`src/rtl/wb_arb2_rr.sv`:
```
// wb_arb2_rr: two-master to one-slave Wishbone round-robin arbiter.
//
// Serialises Wishbone cycles from two masters (e.g. LM32 I and D ports) onto one shared slave.
// The grant is registered: a request seen in IDLE reaches the slave on the next clock. Once a
// master is granted, it keeps the bus for its whole CYC. The address/data path is combinational.
//
// Optional feature: define WB_ARB_TIMEOUT_EN to abort stalled strobes with ERR after TIMEOUT
// clocks. Without it, m*_err_o and timeout_o are tied low.
//
// Ports:
//   clk, rst                 clock, synchronous active-low reset
//   m0_* / m1_*              master ports: adr/dat/sel/we/cyc/stb in, dat/ack/err out
//   s_*_o                    muxed slave request (cyc/stb gated by grant)
//   s_dat_i, s_ack_i         slave read data and acknowledge
//   timeout_o                one-cycle pulse for each aborted access

module wb_arb2_rr #(
    parameter int unsigned ADR_W   = 32,
    parameter int unsigned DAT_W   = 32,
    parameter int unsigned TIMEOUT = 255
) (
    input  logic                 clk,
    input  logic                 rst,

    input  logic [ADR_W-1:0]     m0_adr_i,
    input  logic [DAT_W-1:0]     m0_dat_i,
    input  logic [DAT_W/8-1:0]   m0_sel_i,
    input  logic                 m0_we_i,
    input  logic                 m0_cyc_i,
    input  logic                 m0_stb_i,
    output logic [DAT_W-1:0]     m0_dat_o,
    output logic                 m0_ack_o,
    output logic                 m0_err_o,

    input  logic [ADR_W-1:0]     m1_adr_i,
    input  logic [DAT_W-1:0]     m1_dat_i,
    input  logic [DAT_W/8-1:0]   m1_sel_i,
    input  logic                 m1_we_i,
    input  logic                 m1_cyc_i,
    input  logic                 m1_stb_i,
    output logic [DAT_W-1:0]     m1_dat_o,
    output logic                 m1_ack_o,
    output logic                 m1_err_o,

    output logic [ADR_W-1:0]     s_adr_o,
    output logic [DAT_W-1:0]     s_dat_o,
    output logic [DAT_W/8-1:0]   s_sel_o,
    output logic                 s_we_o,
    output logic                 s_cyc_o,
    output logic                 s_stb_o,
    input  logic [DAT_W-1:0]     s_dat_i,
    input  logic                 s_ack_i,

    output logic                 timeout_o
);

    typedef enum logic [1:0] {
        StIdle = 2'd0,
        StG0   = 2'd1,
        StG1   = 2'd2
    } state_e;

    state_e state_q, state_d;
    logic   last_q, last_d;   // master that most recently owned the bus

    logic gnt0, gnt1, granted;
    logic g_cyc, g_stb;
    logic abort;

    // Grant state machine

    always_comb begin
        state_d = state_q;
        last_d  = last_q;
        case (state_q)
            StIdle: begin
                if (m0_cyc_i && m1_cyc_i) begin
                    // Tie: whoever did not own the bus last wins.
                    state_d = last_q ? StG0 : StG1;
                end else if (m0_cyc_i) begin
                    state_d = StG0;
                end else if (m1_cyc_i) begin
                    state_d = StG1;
                end
            end
            StG0: begin
                if (!m0_cyc_i) begin
                    last_d  = 1'b0;
                    state_d = m1_cyc_i ? StG1 : StIdle;
                end
            end
            StG1: begin
                if (!m1_cyc_i) begin
                    last_d  = 1'b1;
                    state_d = m0_cyc_i ? StG0 : StIdle;
                end
            end
            default: state_d = StIdle;
        endcase
    end

    always_ff @(posedge clk) begin
        if (!rst) begin
            state_q <= StIdle;
            last_q  <= 1'b1;
        end else begin
            state_q <= state_d;
            last_q  <= last_d;
        end
    end

    // Datapath

    always_comb begin
        gnt0    = (state_q == StG0);
        gnt1    = (state_q == StG1);
        granted = gnt0 | gnt1;

        // IDLE presents master 0 on the address/data lines.
        s_adr_o = gnt1 ? m1_adr_i : m0_adr_i;
        s_dat_o = gnt1 ? m1_dat_i : m0_dat_i;
        s_sel_o = gnt1 ? m1_sel_i : m0_sel_i;
        s_we_o  = gnt1 ? m1_we_i  : m0_we_i;

        g_cyc   = (gnt0 & m0_cyc_i) | (gnt1 & m1_cyc_i);
        g_stb   = (gnt0 & m0_stb_i) | (gnt1 & m1_stb_i);

        s_cyc_o = g_cyc;
        s_stb_o = g_stb & ~abort;

        // Acks only reach the granted master and only against an active strobe.
        m0_ack_o  = gnt0 & g_stb & s_ack_i;
        m1_ack_o  = gnt1 & g_stb & s_ack_i;
        m0_err_o  = gnt0 & abort;
        m1_err_o  = gnt1 & abort;
        timeout_o = abort;

        m0_dat_o  = s_dat_i;
        m1_dat_o  = s_dat_i;
    end

`ifdef WB_ARB_TIMEOUT_EN
    localparam logic [15:0] Limit = 16'(TIMEOUT);

    logic [15:0] cnt_q, cnt_d;

    // An ack on the limit clock wins over the abort.
    assign abort = granted & g_stb & ~s_ack_i & (cnt_q == Limit);

    always_comb begin
        cnt_d = cnt_q;
        if (!granted || !g_stb || s_ack_i || abort) begin
            cnt_d = 16'd0;
        end else if (cnt_q != 16'hFFFF) begin
            cnt_d = cnt_q + 16'd1;
        end
    end

    always_ff @(posedge clk) begin
        if (!rst) begin
            cnt_q <= 16'd0;
        end else begin
            cnt_q <= cnt_d;
        end
    end
`else
    logic unused_timeout;

    assign abort          = 1'b0;
    assign unused_timeout = ^TIMEOUT ^ granted;
`endif

endmodule

```
`config.mk`:
```
export PLATFORM = sky130hd
export DESIGN_NAME = wb_arb2_rr
export DESIGN_NICKNAME = d
export VERILOG_FILES = /design/src/rtl/wb_arb2_rr.sv
export SDC_FILE = /design/constraint.sdc
export NUM_CORES = 1
export LEC_CHECK = 0
export BUFFER_PORTS_ARGS = -buffer_cell sky130_fd_sc_hd__buf_2
export CAP_MARGIN = 20
export CORE_AREA = 3 3 124 126
export CTS_BUF_LIST = sky130_fd_sc_hd__clkbuf_16
export DETAILED_ROUTE_END_ITERATION = 7
export DIE_AREA = 0 0 127 129
export PLACE_DENSITY = 0.5
export SLEW_MARGIN = 10
export SYNTH_ARGS = -nofsm -noshare
export SYNTH_HDL_FRONTEND = slang
export SYNTH_SLANG_ARGS = --single-unit
```
`constraint.sdc`:
```
create_clock -name clk -period 1.32 [get_ports clk]
set_input_delay 0.264 -clock clk [delete_from_list [all_inputs] [get_ports clk]]
set_output_delay 0.264 -clock clk [all_outputs]
set_load 0.01 [all_outputs]
```
==> metrics.sh, run 1 <==
DP_HPWL_UM=6250
MAX_CAP_CHECK_VIOLATION_COUNT=0
POST-PLACE-WS_NS=-0.178
POST_SYNTH_INST_COUNT=169
BUFFER_PORTS.INSERTED=217
INITIAL_ANTENNA_VIOLATION_COUNT=1
CTS_SINKS=3
SYN_AREA_UM2=1850
SYNTH-SEQ-AREA-SHARE=0.0325
FINAL_DESIGN_AREA_NO_FILL_UM2=3290
CHIPWIDTH_UM=127
CRIT_PATH_START_KIND='flop'
SYNTH.TOP_CELL.AREA_SHARE=0.544
ASYNC_FLOP_SHARE=0
CRITICAL_PATH_REQUIRED_NS=1.06
CLOCK_TREE.HTREE_LEVEL_COUNT=1
SYNTH_ENABLE_FLOP_CELLS=0
CRIT_TYPE='flop to primary output'
REG2REG_SETUP_SLACK_NS=0.27
DRTPASS1ITERATIONS=4
WORSTPATHMAXFANOUT=15
WORST_SETUP_HOLD_PATH_CLK_SLEW_NS=0.03
CTS_TREE='yes'
DRC=0
MAXSLEWVIOLCOUNT=0
GRT.OVERFLOW.TOTAL=0
COREAREA_UM2=14400
FAILED_CHECKS='setup timing'
FINAL_CRITICAL_PATH_REQUIRED_PERIOD_NS=1.71
MAX_FREQ_MHz=586
GRT_PASS1_VIAS=1801
FINAL_MIN_PERIOD_OVER_CLOCK_PERIOD=1.29
FLOORPLAN.DIE_AREA_UM2=16400
HOLD_VIOLATIONS=0
CTSROOTBUFFERMASTER='sky130_fd_sc_hd__clkbuf_16'
GRT.TOTAL_USAGE=0.0727
SYNTH_WARNINGS=0
GPL.FINAL_WEIGHTED_CONGESTION=0.765
YS_TOP_CELLS_BY_COUNT='sky130_fd_sc_hd__buf_4 (67), sky130_fd_sc_hd__mux2_4 (67), sky130_fd_sc_hd__buf_12 (6)'
PLACED_AREA_UM2=2620
NUM_CTS_BUFFERS=3
POWER.STATIC_LEAKAGE_uW=0.00191
P_PER_AREA_nW_PER_UM2=546
AVGVIACOUNTPERCELL=3.55
CTSHOLDBUFFERS=0
UNREPAIRED_SETUP_ENDPOINTS_AFTER_GLOBAL_ROUTING='true'
SYNTHTOPCELLSBYAREA='sky130_fd_sc_hd__mux2_4 (54%), sky130_fd_sc_hd__buf_4 (27%), sky130_fd_sc_hd__buf_12 (6.5%)'
INITIALDRTVIOLATIONCOUNT=24
OUTCOME='finished, violations left'
WIRE_LENGTH_REPORTED_BY_THE_DETAILED_ROUTER_UM=7630
VDD_DROP_MAX_uV=507
YS_FF_LATCH=3
CLOCK_PATH_BUFFERS=2
WORST_CLOCK_SKEW_NS=0.000825
LARGEST_NET_DEGREE_AT_THE_START_OF_GLOBAL_ROUTING=30
FLOORPLAN.ROWS=44
DR_TOTAL_VIAS=1841
MIN-DELAY-PATH-CLASS='input port to flop'
ANTENNA_CELLS=0
YOSYSTOPAREACELL='sky130_fd_sc_hd__mux2_4'
WORST_EP_ARRIVAL_TIME_NS=1.44
SETUP_VIOL_COUNT_FINAL=73
DIE_H_UM=129
WL_PER_CELL_UM=14.7
WORST_SKEW_PAIR.LATE_LATENCY_NS=0.22
CP-END-KIND='primary output'
YS.FLOP_TYPE='sky130_fd_sc_hd__dfxtp_1'
NNETSFINAL=512
POST-ROUTE-WORST-SETUP-SLACK_NS=-0.387
ROUTE.ANTENNA.REMAINING_NETS=0
FINAL_CORE_UTIL=0.228
YOSYSUNIQUECELLTYPES=18
FLOORPLAN.IO_PINS=317
EFFECTIVE_UTILIZATION_AT_FLOORPLAN=0.128
FINAL_LAYOUT_SIZE_SUFFIX_GT1_FRAC=0.940
POSTSYNTHAREAPERCELL_UM2=10.9
GRT_PASS1_WL_UM=9490
AREA_GROWTH_PCT=78.0
-- registers in the layout, summed over array words and instances, names as in the netlist --
signal,cells
last_q,1
state_q,2
-- final timing paths --
check,start,to,cells past startpoint
worst max register to register,state_q[1]$_SDFFE_PN0P_,state_q[1]$_SDFFE_PN0P_,4
worst min-delay path,rst,last_q$_SDFFE_PN1P_,2
worst min register to register,last_q$_SDFFE_PN1P_,last_q$_SDFFE_PN1P_,2
worst max-delay path,state_q[0]$_SDFFE_PN0P_,s_dat_o[31],5
-- placed cells by master (no fill, tap or decap), drive strengths merged --
master  synthesis  layout
and3            2       2
conb            1       3
nand2b          2       2
o21ai           1       1
nor2            4       4
a21oi           1       1
dfxtp           3       3
nor3b           1       1
o22ai           4       4
and2b           1       1
clkbuf          0       6
mux2           69      69
buf            75     231
inv             2       3
nand2           3       3
-- through the flow --
stage | std cells | TNS, ns | hold WS, ns | total power [uW]
CTS | 508 | -26.62 | 0.263 | 1680
floorplan | 171 | -1.77 | 0.340 | 854
global placement | 504 | -8.90 | 0.480 | 1040
detailed placement | 504 | -10.26 | 0.490 | 1050
global route | 518 | -28.61 | 0.276 | 1890
finish | 518 | -25.86 | 0.259 | 1800
-- metal layers --
metal | track usage | part of all wire | wire (um) | vias up
li1 | - | - | - | 838
met1 | 0.0688 | 0.30 | 2270 | 847
met2 | 0.145 | 0.55 | 4210 | 126
met3 | 0.0245 | 0.11 | 874 | 28
met4 | 0.0252 | 0.033 | 253 | 2
met5 | 0 | 0.0021 | 16 | -
-- power breakdown --
part           switching (uW)  total (uW)  leakage [uW]  internal, uW
registers                6.41         105     0.0000258          98.5
logic                     434        1230       0.00184           791
clock network            76.7         467     0.0000423           390
-- logic make-up after synthesis --
family,Yosys count,synth area share
AO/OA/AOI/OAI,6,0.0189
other,1,0.00203
buffers and inverters,77,0.355
multiplexers,69,0.556
AND/OR/NAND/NOR,13,0.0358
flip-flops,3,0.0325
-- cell type report --
type,count,area [um2]
Clock inverter,1,3.75
Multi-Input combinational cell,91,1180
Inverter,2,7.51
Sequential cell,3,65.1
Clock buffer,3,75.1
Tap cell,184,230
Fill cell,1554,11100
Timing Repair Buffer,234,1730
-- repair_timing --
| item | 4_1_cts | 5_1_grt |
|---|---|---|
| setup buffers | 0 | 5 |
| cloned | 0 | 5 |
| pin swaps | 0 | 1 |
| gates resized for setup | 46 | 38 |
| endpoints found under the setup margin | 73 | 73 |
| endpoints found under the hold margin | 0 | 0 |
-- critical path: stages, from the launching register on --
cell	delay, ns
sky130_fd_sc_hd__dfxtp_4	0.32
sky130_fd_sc_hd__nand2b_4	0.16
sky130_fd_sc_hd__buf_12	0.14
sky130_fd_sc_hd__buf_12	0.15
sky130_fd_sc_hd__mux2_4	0.29
sky130_fd_sc_hd__buf_2	0.14
Note: power is estimated with default switching activity, not from simulation.
==> run 2, diff against run 1 <==
ABC_AREA = 1   (was not set)
CORE_AREA = 3 3 122 124   (was 3 3 124 126)
DIE_AREA = 0 0 125 127   (was 0 0 127 129)
PLACE_DENSITY = 0.48   (was 0.5)
clock period = 2.2 ns   (was 1.32 ns; I/O delays follow)
==> metrics.sh, run 2 <==
EFFECTIVE_UTILIZATION_AT_FLOORPLAN=0.114
ROUTE.ANTENNA.REMAINING_NETS=0
WORST_CLOCK_SKEW_NS=0.000577
CHIPWIDTH_UM=125
POST_SYNTH_INST_COUNT=326
INITIALDRTVIOLATIONCOUNT=68
GRT_PASS1_WL_UM=9950
DRTPASS1ITERATIONS=4
COMMONEST_NON_FILL_NON_TAP_CELL_IN_THE_LAYOUT='sky130_fd_sc_hd__buf_2'
CTSHOLDBUFFERS=0
CRIT_PATH_START_KIND='flop'
LAYOUT.CELLS.MOST_COMMON_LIST='sky130_fd_sc_hd__buf_2 (217), sky130_fd_sc_hd__nand2_1 (212), sky130_fd_sc_hd__inv_1 (9)'
FINAL_CRITICAL_PATH_REQUIRED_PERIOD_NS=1.90
BUFFER_PORTS.INSERTED=217
MAXSLEWVIOLCOUNT=0
POWER.SHARE.CLOCK=0.257
POSTSYNTHAREAPERCELL_UM2=4.86
POWER.NET_SWITCHING_uW=486
SYNTH-SEQ-AREA-SHARE=0.0379
SETUP_VIOL_COUNT_FINAL=0
LARGEST_NET_DEGREE_AT_THE_START_OF_GLOBAL_ROUTING=38
GRT.OVERFLOW.TOTAL=0
POST-CTS-SETUP-BUFFERS=0
CTS_TREE='yes'
SYNTH_WARNINGS=0
FINAL_LAYOUT_SIZE_SUFFIX_GT1_FRAC=0.485
DRC=0
POWER.STATIC_LEAKAGE_uW=0.00165
SYNTH_ENABLE_FLOP_CELLS=0
WORST_EP_ARRIVAL_TIME_NS=1.46
ASYNC_FLOP_SHARE=0
TOP_REGISTER='state_q'
GRT.TOTAL_USAGE=0.0732
VDD_DROP_MAX_uV=329
FLOORPLAN.ROWS=43
RR_STARTPOINT='state_q[0]$_SDFFE_PN0P_'
YOSYSTOPAREACELL='sky130_fd_sc_hd__nand2_1'
WORSTPATHMAXFANOUT=34
CLOCK_TREE.HTREE_LEVEL_COUNT=1
FINAL_CELL_COUNT_NO_FILL=652
POSTCTSRESIZEDCELLS=0
LARGEST_REGISTER_FF_COUNT=2
MAX_CAP_CHECK_VIOLATION_COUNT=0
HOLD_SLACK_NS=0.438
YS_TOP_CELLS_BY_COUNT='sky130_fd_sc_hd__nand2_1 (212), sky130_fd_sc_hd__buf_4 (68), sky130_fd_sc_hd__buf_2 (12)'
FINAL_MIN_PERIOD_OVER_CLOCK_PERIOD=0.865
P_PER_AREA_nW_PER_UM2=453
COMBPWRFRAC=0.682
CRITICAL_PATH_REQUIRED_NS=1.76
NNETSFINAL=650
HP-START='rst'
SYNTHTOPCELLSBYAREA='sky130_fd_sc_hd__nand2_1 (50%), sky130_fd_sc_hd__buf_4 (32%), sky130_fd_sc_hd__buf_2 (3.8%)'
YOSYSUNIQUECELLTYPES=17
NUMPLACEDINSTANCES=648
GRT_PASS1_VIAS=2077
WORST_SKEW_PAIR.LATE_LATENCY_NS=0.22
HOLD_VIOLATIONS=0
FLOORPLAN.IO_PINS=317
FLOORPLAN.DIE_AREA_UM2=15900
SETUP-TNS-FINAL_NS=0
AVGVIACOUNTPERCELL=3.48
NUM_CTS_BUFFERS=3
GPL.FINAL_WEIGHTED_CONGESTION=0.709
CLOCK_PATH_BUFFERS=2
WIRE_LENGTH_REPORTED_BY_THE_DETAILED_ROUTER_UM=6480
COREAREA_UM2=13900
CTSROOTBUFFERMASTER='sky130_fd_sc_hd__clkbuf_16'
POWER_FRAC_SEQ=0.061
UNREPAIRED_SETUP_ENDPOINTS_AFTER_GLOBAL_ROUTING='false'
WORST_SETUP_HOLD_PATH_CLK_SLEW_NS=0.03
YS_FF_LATCH=3
CTS_SINKS=3
AREA_GROWTH_PCT=54.2
MAX_FREQ_MHz=525
INTERNAL_POWER_uW=619
DIE_H_UM=127
ANTENNA_CELLS=0
TIMING.CRITICAL_PATH.FROM='state_q[1]$_SDFFE_PN0P_'
MIN-DELAY-PATH-CLASS='input port to flop'
INITIAL_ANTENNA_VIOLATION_COUNT=0
DR_TOTAL_VIAS=2268
REG.LARGEST.LIST='state_q (2), last_q (1)'
DP_HPWL_UM=5600
OUTCOME='complete, no violations'
POST-SYNTH-TOP-COUNT-CELL='sky130_fd_sc_hd__nand2_1'
CP-END-KIND='primary output'
POWER.SHARE.SWITCHING=0.440
SYN_AREA_UM2=1580
CRIT_TYPE='flop to primary output'
YS.FLOP_TYPE='sky130_fd_sc_hd__dfxtp_1'
SYNTH.TOP_CELL.AREA_SHARE=0.503
WL_PER_CELL_UM=9.94
run 2: kinds of logic (layout without fill, tap and decap cells):
group / after synthesis / in the layout / share of synthesized area
flip-flops: 3 / 3 / 0.0379
AO/OA/AOI/OAI: 5 / 5 / 0.0182
buffers and inverters: 92 / 236 / 0.394
AND/OR/NAND/NOR: 225 / 225 / 0.548
other: 1 / 3 / 0.00237
run 2: final timing paths:
| check | depth (start not counted) | slack (ns) | to |
|---|---|---|---|
| hold reg to reg | 2 | 0.50 | last_q$_SDFFE_PN1P_ |
| hold / removal | 2 | 0.44 | last_q$_SDFFE_PN1P_ |
| setup reg to reg | 4 | 1.09 | last_q$_SDFFE_PN1P_ |
| setup / recovery | 6 | 0.30 | s_adr_o[1] |
run 2: layout make-up:
type	instances	area, um2
fillers	1654	11400
repair buffers	221	1130
multi-input cells	233	907
well taps	180	225
clock buffers	3	75.1
flip-flops and latches	3	60.1
inverters	11	41.3
clock inverters	1	3.75
run 2: per-layer routing:
metal / global-route usage / vias up / share of wire
met1: 0.0771 / 876 / 0.33
li1: - / 1190 / -
met4: 0.0261 / 0 / 0.033
met3: 0.0318 / 24 / 0.15
met2: 0.131 / 178 / 0.49
met5: 0 / - / 0
run 2: power by group through the flow:
| stage | clock [uW] | sequential (uW) | combinational [uW] |
|---|---|---|---|
| 2_1_floorplan | 0 | 67.5 | 530 |
| 6_report | 284 | 67.5 | 754 |
| 3_5_place_dp | 0 | 68.2 | 764 |
| 3_3_place_gp | 0 | 68.1 | 773 |
| 4_1_cts | 289 | 67.5 | 768 |
| 5_1_grt | 293 | 68.9 | 853 |
run 2: metrics by stage:
step	utilization	total power (uW)	area, um2	setup slack [ns]
2_1_floorplan	-	598	1590	0.767
3_3_place_gp	0.170	841	2360	0.494
3_5_place_dp	0.170	833	2360	0.500
6_report	0.176	1110	2440	0.297
5_1_grt	0.176	1220	2440	0.149
4_1_cts	0.176	1120	2440	0.262
run 2: worst max-delay path, stage by stage, from the launching register on:
cell                      delay [ns]
sky130_fd_sc_hd__dfxtp_1        0.37
sky130_fd_sc_hd__inv_2          0.07
sky130_fd_sc_hd__nor2_4         0.10
sky130_fd_sc_hd__buf_4          0.32
sky130_fd_sc_hd__nand2_1        0.14
sky130_fd_sc_hd__nand2_1        0.09
sky130_fd_sc_hd__buf_2          0.12
==> run 3, diff against run 2 <==
ABC_AREA = 0   (was 1)
CAP_MARGIN = not set   (was 20)
CORE_AREA = 3 3 123 125   (was 3 3 122 124)
DIE_AREA = 0 0 126 128   (was 0 0 125 127)
PLACE_DENSITY = 0.49   (was 0.48)
==> metrics.sh, run 3 (same netlist as run 1, synthesis figures left out) <==
OUTCOME='complete, no violations'
FINAL_LAYOUT_SIZE_SUFFIX_GT1_FRAC=0.916
MAX_FREQ_MHz=477
POWER.NET_SWITCHING_uW=289
HOLD_VIOLATIONS=0
WORST_EP_ARRIVAL_TIME_NS=1.66
COREAREA_UM2=14000
INTERNAL_POWER_uW=631
AVGVIACOUNTPERCELL=3.53
AREA_GROWTH_PCT=44.9
UNREPAIRED_SETUP_ENDPOINTS_AFTER_GLOBAL_ROUTING='false'
FLOORPLAN.ROWS=43
DP_HPWL_UM=6470
GRT_PASS1_WL_UM=10600
WL_PER_CELL_UM=15.3
LAYOUT.CELLS.MOST_COMMON_LIST='sky130_fd_sc_hd__buf_2 (217), sky130_fd_sc_hd__mux2_4 (67), sky130_fd_sc_hd__o22ai_1 (4), sky130_fd_sc_hd__nor2_1 (4), sky130_fd_sc_hd__clkbuf_16 (4)'
REG.LARGEST.LIST='state_q (2), last_q (1)'
GRT.OVERFLOW.TOTAL=0
CTS_SINKS=3
NNETSFINAL=498
WORST_SETUP_HOLD_PATH_CLK_SLEW_NS=0.03
WORST_SKEW_PAIR.LATE_LATENCY_NS=0.22
ROUTE.MET2.WL_UM=3730
EFFECTIVE_UTILIZATION_AT_FLOORPLAN=0.132
FINAL_DESIGN_AREA_NO_FILL_UM2=2680
LARGEST_REGISTER_FF_COUNT=2
POWER.STATIC_LEAKAGE_uW=0.00166
NUM_CTS_BUFFERS=3
POST-PLACE-WS_NS=0.282
WIRE_LENGTH_THE_DETAILED_ROUTER_PLACED_ON_MET1_UM=2920
DRTPASS1ITERATIONS=4
INITIAL_ANTENNA_VIOLATION_COUNT=0
POST-ROUTE-WORST-SETUP-SLACK_NS=0.104
LAYOUT.FILLER_CELLS=1576
CTS_TREE='yes'
WIRE_LENGTH_REPORTED_BY_THE_DETAILED_ROUTER_UM=7650
CP-END-KIND='primary output'
P_PER_AREA_nW_PER_UM2=343
GRT_PASS1_VIAS=1852
MET3ROUTEDLENGTH_UM=938
BUFFER_PORTS.INSERTED=217
VDD_DROP_MAX_uV=151
CHIPWIDTH_UM=126
DIE_H_UM=128
SETUP-TNS-FINAL_NS=0
PLACED_AREA_UM2=2570
FLOORPLAN.DIE_AREA_UM2=16100
ROUTE.ANTENNA.REMAINING_NETS=0
CLOCK_PATH_BUFFERS=2
MAXSLEWVIOLCOUNT=0
INITIALDRTVIOLATIONCOUNT=45
POWER_FRAC_SEQ=0.072
FINAL_CORE_UTIL=0.192
WORSTPATHMAXFANOUT=26
GPL.FINAL_WEIGHTED_CONGESTION=0.912
CTSROOTBUFFERMASTER='sky130_fd_sc_hd__clkbuf_16'
LARGEST_NET_DEGREE_AT_THE_START_OF_GLOBAL_ROUTING=47
FINAL_CRITICAL_PATH_REQUIRED_PERIOD_NS=2.10
MIN-DELAY-PATH-CLASS='input port to flop'
DR_TOTAL_VIAS=1770
FLOORPLAN.IO_PINS=317
WORST_CLOCK_SKEW_NS=0.000470
CLOCK_TREE.HTREE_LEVEL_COUNT=1
POWER.SHARE.CLOCK=0.310
CRIT_TYPE='flop to primary output'
COMBPWRFRAC=0.618
TOP_REGISTER='state_q'
DRC=0
GRT.TOTAL_USAGE=0.0813
TOP_ROUTING_LAYER_IN_USE='met4'
FINAL_MIN_PERIOD_OVER_CLOCK_PERIOD=0.953
CRITICAL_PATH_REQUIRED_NS=1.76
COMMONEST_NON_FILL_NON_TAP_CELL_IN_THE_LAYOUT='sky130_fd_sc_hd__buf_2'
POWER.SHARE.SWITCHING=0.314
CRIT_PATH_START_KIND='flop'
MAX_CAP_CHECK_VIOLATION_COUNT=0
SETUP_VIOL_COUNT_FINAL=0
## run 3: cell count changes in the layout (fill, tap and decap cells not counted), sizes merged, moves of 3 or more
cell   previous run  this run
nand2           212         3
mux2              0        69
inv              12         3
nand3             6         0
o22ai             1         4
## run 3: path summary, 6_finish.rpt
path,startpoint,endpoint,slack [ns],depth (start not counted)
max reg2reg,state_q[1]$_SDFFE_PN0P_,state_q[1]$_SDFFE_PN0P_,1.14,3
min reg2reg,last_q$_SDFFE_PN1P_,last_q$_SDFFE_PN1P_,0.54,2
min,rst,last_q$_SDFFE_PN1P_,0.42,2
max,state_q[0]$_SDFFE_PN0P_,s_we_o,0.10,4
## run 3: routing by layer
layer  vias to the layer above  track usage
li1                        811            -
met1                       828       0.0957
met2                       113        0.140
met3                        18       0.0304
met4                         0       0.0202
met5                         -            0
## run 3: cell type report
class,count,area [um2],area share
repair buffers,220,1160,0.432
multi-input cells,91,1150,0.428
well taps,180,225,0.0840
clock buffers,3,75.1,0.0280
flip-flops and latches,3,60.1,0.0224
inverters,2,7.51,0.00280
clock inverters,1,3.75,0.00140
diodes,1,2.50,0.000933
## run 3: power groups by stage
stage	clock network (uW)	logic [uW]	registers, uW
6_report	285	569	66.0
5_1_grt	292	607	66.8
4_1_cts	290	568	66.0
3_3_place_gp	0	563	66.1
2_1_floorplan	0	443	64.6
3_5_place_dp	0	563	66.7
## run 3: timing repair
item                                    4_1_cts  5_1_grt
hold buffers                                  0        0
endpoints found under the hold margin         0        0
endpoints found under the setup margin        0       21
gates resized for setup                       0        1
setup buffers                                 0        0
## run 3: worst max-delay path, stage by stage, from the launching register on
cell and delay, ns:
sky130_fd_sc_hd__dfxtp_1 0.44, sky130_fd_sc_hd__nand2b_4 0.24, sky130_fd_sc_hd__buf_12 0.22, sky130_fd_sc_hd__mux2_2 0.36, sky130_fd_sc_hd__buf_2 0.14
## run 3: through the flow
step           cells  power [uW]  hold slack (ns)
3_3_place_gp     495         629            0.533
3_5_place_dp     495         629            0.538
5_1_grt          500         965            0.446
6_report         501         920            0.425
2_1_floorplan    171         508            0.505
4_1_cts          499         923            0.423
